[config.mk]
export PLATFORM = sky130hd
export DESIGN_NAME = keypad_scanner
export DESIGN_NICKNAME = d
export VERILOG_FILES = /design/src/rtl/keypad_scanner.sv
export SDC_FILE = /design/constraint.sdc
export NUM_CORES = 1
export LEC_CHECK = 0
export ABC_CLOCK_PERIOD_IN_PS = 8200
export BUFFER_PORTS_ARGS = -buffer_cell sky130_fd_sc_hd__buf_2
export CAP_MARGIN = 15
export CORE_MARGIN = 4
export CORE_UTILIZATION = 25
export DETAILED_ROUTE_END_ITERATION = 7
export SETUP_SLACK_MARGIN = 0.2
export SYNTH_ARGS = -nofsm -noshare
export SYNTH_HDL_FRONTEND = slang
export SYNTH_SLANG_ARGS = --single-unit
[constraint.sdc]
create_clock -name clk -period 8.2 [get_ports clk]
set_input_delay 2.05 -clock clk [delete_from_list [all_inputs] [get_ports clk]]
set_output_delay 2.05 -clock clk [all_outputs]
set_load 0.005 [all_outputs]
[src/rtl/keypad_scanner.sv]
// 4x3 matrix keypad scanner: column drive, full-matrix debounce, and a
// single-cycle one-hot event per press (no auto-repeat).
module keypad_scanner #(
  parameter int SCAN_DIV       = 64,
  parameter int DEBOUNCE_SCANS = 4
) (
  input  logic        clk,
  input  logic        rst_n,
  input  logic [3:0]  key_row,
  output logic [2:0]  key_col,
  output logic [11:0] key_data,
  output logic        key_valid,
  output logic [3:0]  key_code
);

  localparam int CW = $clog2(SCAN_DIV);
  localparam int MW = $clog2(DEBOUNCE_SCANS + 1);
  localparam logic [CW-1:0] DWELL_LAST = CW'(SCAN_DIV - 1);
  localparam logic [MW-1:0] MATCH_MAX  = MW'(DEBOUNCE_SCANS);

  typedef enum logic {IDLE, HELD} state_t;

  state_t         state_reg, state_next;
  logic [CW-1:0]  dwell_reg;
  logic [11:0]    snap_reg, last_snap_reg;
  logic [MW-1:0]  match_reg, match_next;
  logic [11:0]    snap_now;
  logic [3:0]     code_now;
  logic           last_dwell, snap_done, stable, one_hot, emit;

  assign last_dwell = (dwell_reg == DWELL_LAST);
  assign snap_done  = last_dwell && key_col[2];

  // Snapshot including this cycle's row sample; on column 2's last dwell
  // cycle this is the completed full-matrix snapshot.
  always_comb begin
    snap_now = snap_reg;
    for (int r = 0; r < 4; r++) begin
      for (int c = 0; c < 3; c++) begin
        if (last_dwell && key_col[c]) snap_now[3*r+c] = key_row[r];
      end
    end
  end

  always_comb begin
    code_now = 4'd0;
    for (int i = 0; i < 12; i++) begin
      if (snap_now[i]) code_now = 4'(i);
    end
  end

  always_comb begin
    if (snap_now == last_snap_reg)
      match_next = (match_reg == MATCH_MAX) ? MATCH_MAX : match_reg + MW'(1);
    else
      match_next = MW'(1);
  end

  assign stable  = snap_done && (match_next == MATCH_MAX);
  assign one_hot = (snap_now != 12'd0) && ((snap_now & (snap_now - 12'd1)) == 12'd0);

  always_comb begin
    state_next = state_reg;
    emit       = 1'b0;
    if (stable) begin
      case (state_reg)
        IDLE: begin
          if (snap_now != 12'd0) begin
            state_next = HELD;
            emit       = one_hot;  // multi-key snapshots lock out silently
          end
        end
        HELD: begin
          if (snap_now == 12'd0) state_next = IDLE;
        end
        default: state_next = IDLE;
      endcase
    end
  end

  always_ff @(posedge clk or negedge rst_n) begin
    if (!rst_n) begin
      state_reg     <= IDLE;
      dwell_reg     <= '0;
      key_col       <= 3'b001;
      snap_reg      <= 12'd0;
      last_snap_reg <= 12'd0;
      match_reg     <= '0;
      key_data      <= 12'd0;
      key_valid     <= 1'b0;
      key_code      <= 4'd0;
    end else begin
      state_reg <= state_next;
      snap_reg  <= snap_now;
      if (last_dwell) begin
        dwell_reg <= '0;
        key_col   <= {key_col[1:0], key_col[2]};
      end else begin
        dwell_reg <= dwell_reg + CW'(1);
      end
      if (snap_done) begin
        last_snap_reg <= snap_now;
        match_reg     <= match_next;
      end
      key_valid <= emit;
      key_data  <= emit ? snap_now : 12'd0;
      if (emit) key_code <= code_now;
    end
  end

endmodule
After elaboration in Yosys (flattened, before gate mapping)
Index checks and enable logic that the tools add are counted.
- word-level logic and storage cells: 59
- bits of input ports: 6
- register bits: 54
- bitwise logic cells: 2
- muxes and demuxes: 33
- reduce and logical (&&, ||, !) cells: 8
- $add $sub $neg: 3
- equal/unequal tests: 4
- operator list (kind ; count):
    2-to-1 mux 4 bit ; 10
    zero test 12 bit ; 2
    2-to-1 mux 1 bit ; 18
    AND 12 bit ; 1
    == test 12 bit ; 1
    2-to-1 mux 12 bit ; 1
    nonzero test 12 bit ; 1
    subtractor 12 x 1 -> 12 bit (second input constant) ; 1
    adder 6 x 1 -> 6 bit (second input constant) ; 1
    == test 3 bit (second input constant) ; 2
    == test 6 bit (second input constant) ; 1
    2-to-1 mux 3 bit ; 2
    2-to-1 mux 6 bit ; 1
    logical AND 1 bit ; 5
    adder 3 x 1 -> 3 bit (second input constant) ; 1
    one-hot mux 1 bit (2 select lines) ; 1
    NOT 1 bit ; 1

Longest topological paths before layout
- word-level depth: 14
- depth in mapped cells: 13
- depth with buffers taken out: 10

Worst setup path after synthesis
OpenSTA, ideal clock, no wires.
- kind: input to register
- from: input key_row[0]
- to: register key_code[1]
- setup slack: 3.941 ns
- required time: 8.075 ns
- stages on the path: 9
- library setup time: 0.125 ns
- arrival: 4.135 ns
- cells stage by stage: inv_1 -> nor3_1 -> or2_2 -> clkbuf_1 -> o41a_1 -> a2111o_1 -> a211oi_2 -> nand4_2 -> mux2_2
- cells in the longest elaborated chain, start to end: 11
- RTL lines (item ; RTL line ; source):
    start: declaration ; 9 ; input logic [3:0] key_row,
    2-to-1 mux 1 bit (*) ; 40 ; if (last_dwell && key_col[c]) snap_now[3*r+c] = key_row[r];
    net snap_now[2] ; 27 ; logic [11:0] snap_now;
    parallel branches: the longest is 10 deep, another holds subtractor 12 x 1 -> 12 bit ; n/a ;
    end signal: assignment ; 107 ; if (emit) key_code <= code_now;
    end: declaration ; 13 ; output logic [3:0] key_code
Mark *: on every way through the listed nets, which the timed path passes.
A chain may end at the register's enable or synchronous reset.

Worst setup path after layout
- from: input key_row[0]
- to: register key_code[3]
- cells in the longest elaborated chain, start to end: 8
- RTL lines (item ; RTL line ; source):
    2-to-1 mux 1 bit ; 40 ;
    subtractor 12 x 1 -> 12 bit ; 60 ; assign one_hot = (snap_now != 12'd0) && ((snap_now & (snap_now - 12'd1)) == 12'd0);
    AND 12 bit ; 60 ;
    zero test 12 bit ; 60 ;
    logical AND 1 bit ; 60 ;
    2-to-1 mux 1 bit ; 68 ; if (snap_now != 12'd0) begin
    2-to-1 mux 1 bit ; 66 ; case (state_reg)
    2-to-1 mux 1 bit (*) ; 65 ; if (stable) begin
Every way passes the cells marked *; elsewhere a longest branch is shown, timed or not.

==> reports/metrics.yaml <==
synth:
  avgSynthCellArea_um2: 9.429
  syn-num-nets: 302
  async_flop_share: 1.000
  ys_ff_latch: 54
  synth_cells: 293
  syn_area_um2: 2763
  ys_types: 52
  synth-main-ff-cell: "dfrtp_1"
  synth_edf_count: 0
  yosysSeqAreaShare: 0.4896
  yosys_warnings: 0
sta:
  drv_slew: 0
  layout_setup_ws_ps: 3685
  setup_viol: 0
  fin_skew_ps: 14.57
  relSlewSlack: 0.3024
  hold_violations: 0
  whs_ps: 477.7
  min_period_ps: 4515
  tightest_slew_ps: 1038
  rsz0062_at_grt: "no"
  final.setup.tns_ps: 0
  fmax_mhz: 221.5
  period_share: 0.5506
global_route:
  grt_max_degree: 55
  grt_pass1_vias: 2240
  track_usage: 0.1156
  grt-ovfl-total: 0
  grt_pass1_wl_mm: 11.99
  grt_antenna_before_repair: 0
cells_and_area:
  n_antenna_cell: 0
  areaGrowthSynthToFinish_pct: 12.41
  layout-drive-gt1-share: 0.1556
  n_fill_cell: 1184
  final_area_um2: 3105
  final_nets: 323
critical_path:
  cp.required_ps: 8410
  reg2reg_setup_slack_ps: 3830
  r2r-start: "dwell_reg[0]"
  critPathArrivalTime_ps: 4720
  cp-end-kind: "flip-flop"
  startpoint: "key_row[0]"
  crit_end: "key_code[3]"
  crit_chain: "buf_2, inv_1, nor3_1, or2_2, nor4_1, o21ai_0, a211oi_2, nand4_2, mux2_2"
  r2r-end: "key_code[3]"
  worst_setup_path_start_kind: "primary input"
  ff2ff_path_depth: 10
  crit_slowest_cell: "nor4_1"
  critPathMaxStageDelay_ps: 550
  cp_max_fo: 16
  path_class: "primary input to flip-flop"
route:
  routed_wl_mm: 6.986
  viasPerCell: 4.811
  first_pass_iters: 4
  drc: 0
  drtIter0Drc: 100
  dr_total_vias: 2189
  ant_nets: 0
  wl_per_cell_um: 15.35
pwr:
  ir_worst_vdd_mv: 0.06604
  power.leakage_nw: 1.449
  power.density_nw_per_um2: 145.0
  total_power_w: 0.0004502
clock_network:
  clockBufferDepth: 2
  cts_resized: 0
  cts.sinks: 54
  hold_buffers: 0
  insertion_delay_ps: 320
  cts_buffers: 5
  cts_root_buf: "clkbuf_8"
  postCtsSetupBuffers: 0
  clk_pin_slew_ps: 110
  h-tree-depth: 2
  cts_tree: "yes"
floorplan:
  dieArea_um2: 12800
  die_w_um: 113.1
  die_h_um: 113.1
  initial_utilization: 0.2548
  pin_count: 26
  num_rows: 38
  core_um2: 10840
run_status:
  status: "completed"
place:
  place_congestion: 0.8661
  hpwlAfterDp_mm: 5.120
  port-buffer-count: 25
  place_area_um2: 3008
  dp_slack_ps: 3300
worst_hold_path:
  whs_path_depth: 1
  hold_class: "flip-flop to flip-flop"
run:
  maxCapViolCount: 0
[cell families (layout without fill, tap and decap cells)]
kind of cell | after synthesis | count (layout) | synth area share
muxes | 12 | 12 | 0.04755
and+or+nand+nor | 105 | 105 | 0.1821
DFF | 54 | 54 | 0.4896
xor gates and xnor gates | 12 | 12 | 0.03804
buffers and inverters | 34 | 56 | 0.05254
AOI/OAI and AO/OA | 72 | 72 | 0.1730
adders and majority gates | 4 | 4 | 0.01721
[cell usage in the layout, fill, tap and decap left out, types with 4 or more instances in the layout]
cell type / Yosys / final
o21ai_0: 25 / 25
a21o_1: 4 / 4
dfrtp_1: 53 / 53
nor2_1: 30 / 30
xor2_1: 4 / 4
nand3_1: 7 / 7
nand2_1: 33 / 33
inv_1: 22 / 22
and2_1: 4 / 4
buf_2: 2 / 25
nand4_1: 4 / 4
nor3_1: 9 / 9
clkbuf_8: 0 / 5
nor2b_1: 4 / 4
mux2i_1: 6 / 6
mux2_2: 5 / 5
a21oi_1: 12 / 12
xnor2_1: 8 / 8
[worst max-delay path: cells and delay by family]
kind                   cells  cell delay (ps)
AO/OA/AOI/OAI              2              530
buffers and inverters      2              280
AND/OR/NAND/NOR            4             1420
multiplexers               1              430
[cells in the mapped netlist (3+ instances only)]
| cell | n | area share |
|---|---|---|
| clkbuf_1 | 8 | 0.011 |
| dfrtp_1 | 53 | 0.48 |
| mux2i_1 | 6 | 0.022 |
| xnor2_1 | 8 | 0.025 |
| nand3_1 | 7 | 0.013 |
| a22oi_1 | 3 | 0.0082 |
| and2_1 | 4 | 0.0091 |
| inv_1 | 22 | 0.030 |
| nand2_1 | 33 | 0.045 |
| nor2b_1 | 4 | 0.0091 |
| nor2_1 | 30 | 0.041 |
| xor2_1 | 4 | 0.013 |
| nor3_1 | 9 | 0.016 |
| o2111ai_1 | 3 | 0.0095 |
| a21o_1 | 4 | 0.011 |
| a21oi_1 | 12 | 0.022 |
| o21ai_0 | 25 | 0.045 |
| nand4_1 | 4 | 0.0091 |
| ha_1 | 3 | 0.014 |
| mux2_2 | 5 | 0.020 |
| or2_2 | 3 | 0.0068 |
[worst min-delay path by stage]
stage	endpoint	from
after floorplan	dwell_reg[0]	dwell_reg[0]
after global placement	dwell_reg[0]	dwell_reg[0]
after detailed placement	dwell_reg[0]	dwell_reg[0]
after CTS	dwell_reg[0]	dwell_reg[0]
after global routing	dwell_reg[0]	dwell_reg[0]
final	dwell_reg[0]	dwell_reg[0]
[layer usage]
layer,vias to the layer above,global-route usage,share of wire
met5,-,0,0
met4,0,0.03205,0.015
met3,8,0.02246,0.044
met2,58,0.1738,0.45
met1,1056,0.1692,0.50
li1,1067,-,-
[stage by stage]
step / cells / util
floorplan: 293 / -
global placement: 447 / 0.2775
detailed placement: 447 / 0.2775
CTS: 455 / 0.2865
global route: 455 / 0.2865
finish: 455 / 0.2865
[power by group]
part / total (W) / internal, W / switching, W
sequential: 0.000269 / 0.000267 / 0.00000113
clock: 0.000165 / 0.0000642 / 0.000100
combinational: 0.0000171 / 0.00000499 / 0.0000122
total: 0.000450 / 0.000337 / 0.000114
[layout make-up]
type                       instances  area (um^2)  area share
clock buffer                       5        68.82     0.02216
clock inverter                     3        28.78    0.009267
inverter                          22        82.58     0.02659
multi-input combinational        205         1265      0.4073
sequential                        54         1353      0.4355
tap                              140        175.2     0.05641
timing repair buffer              26        132.6     0.04271
(Power assumes the default switching activity.)
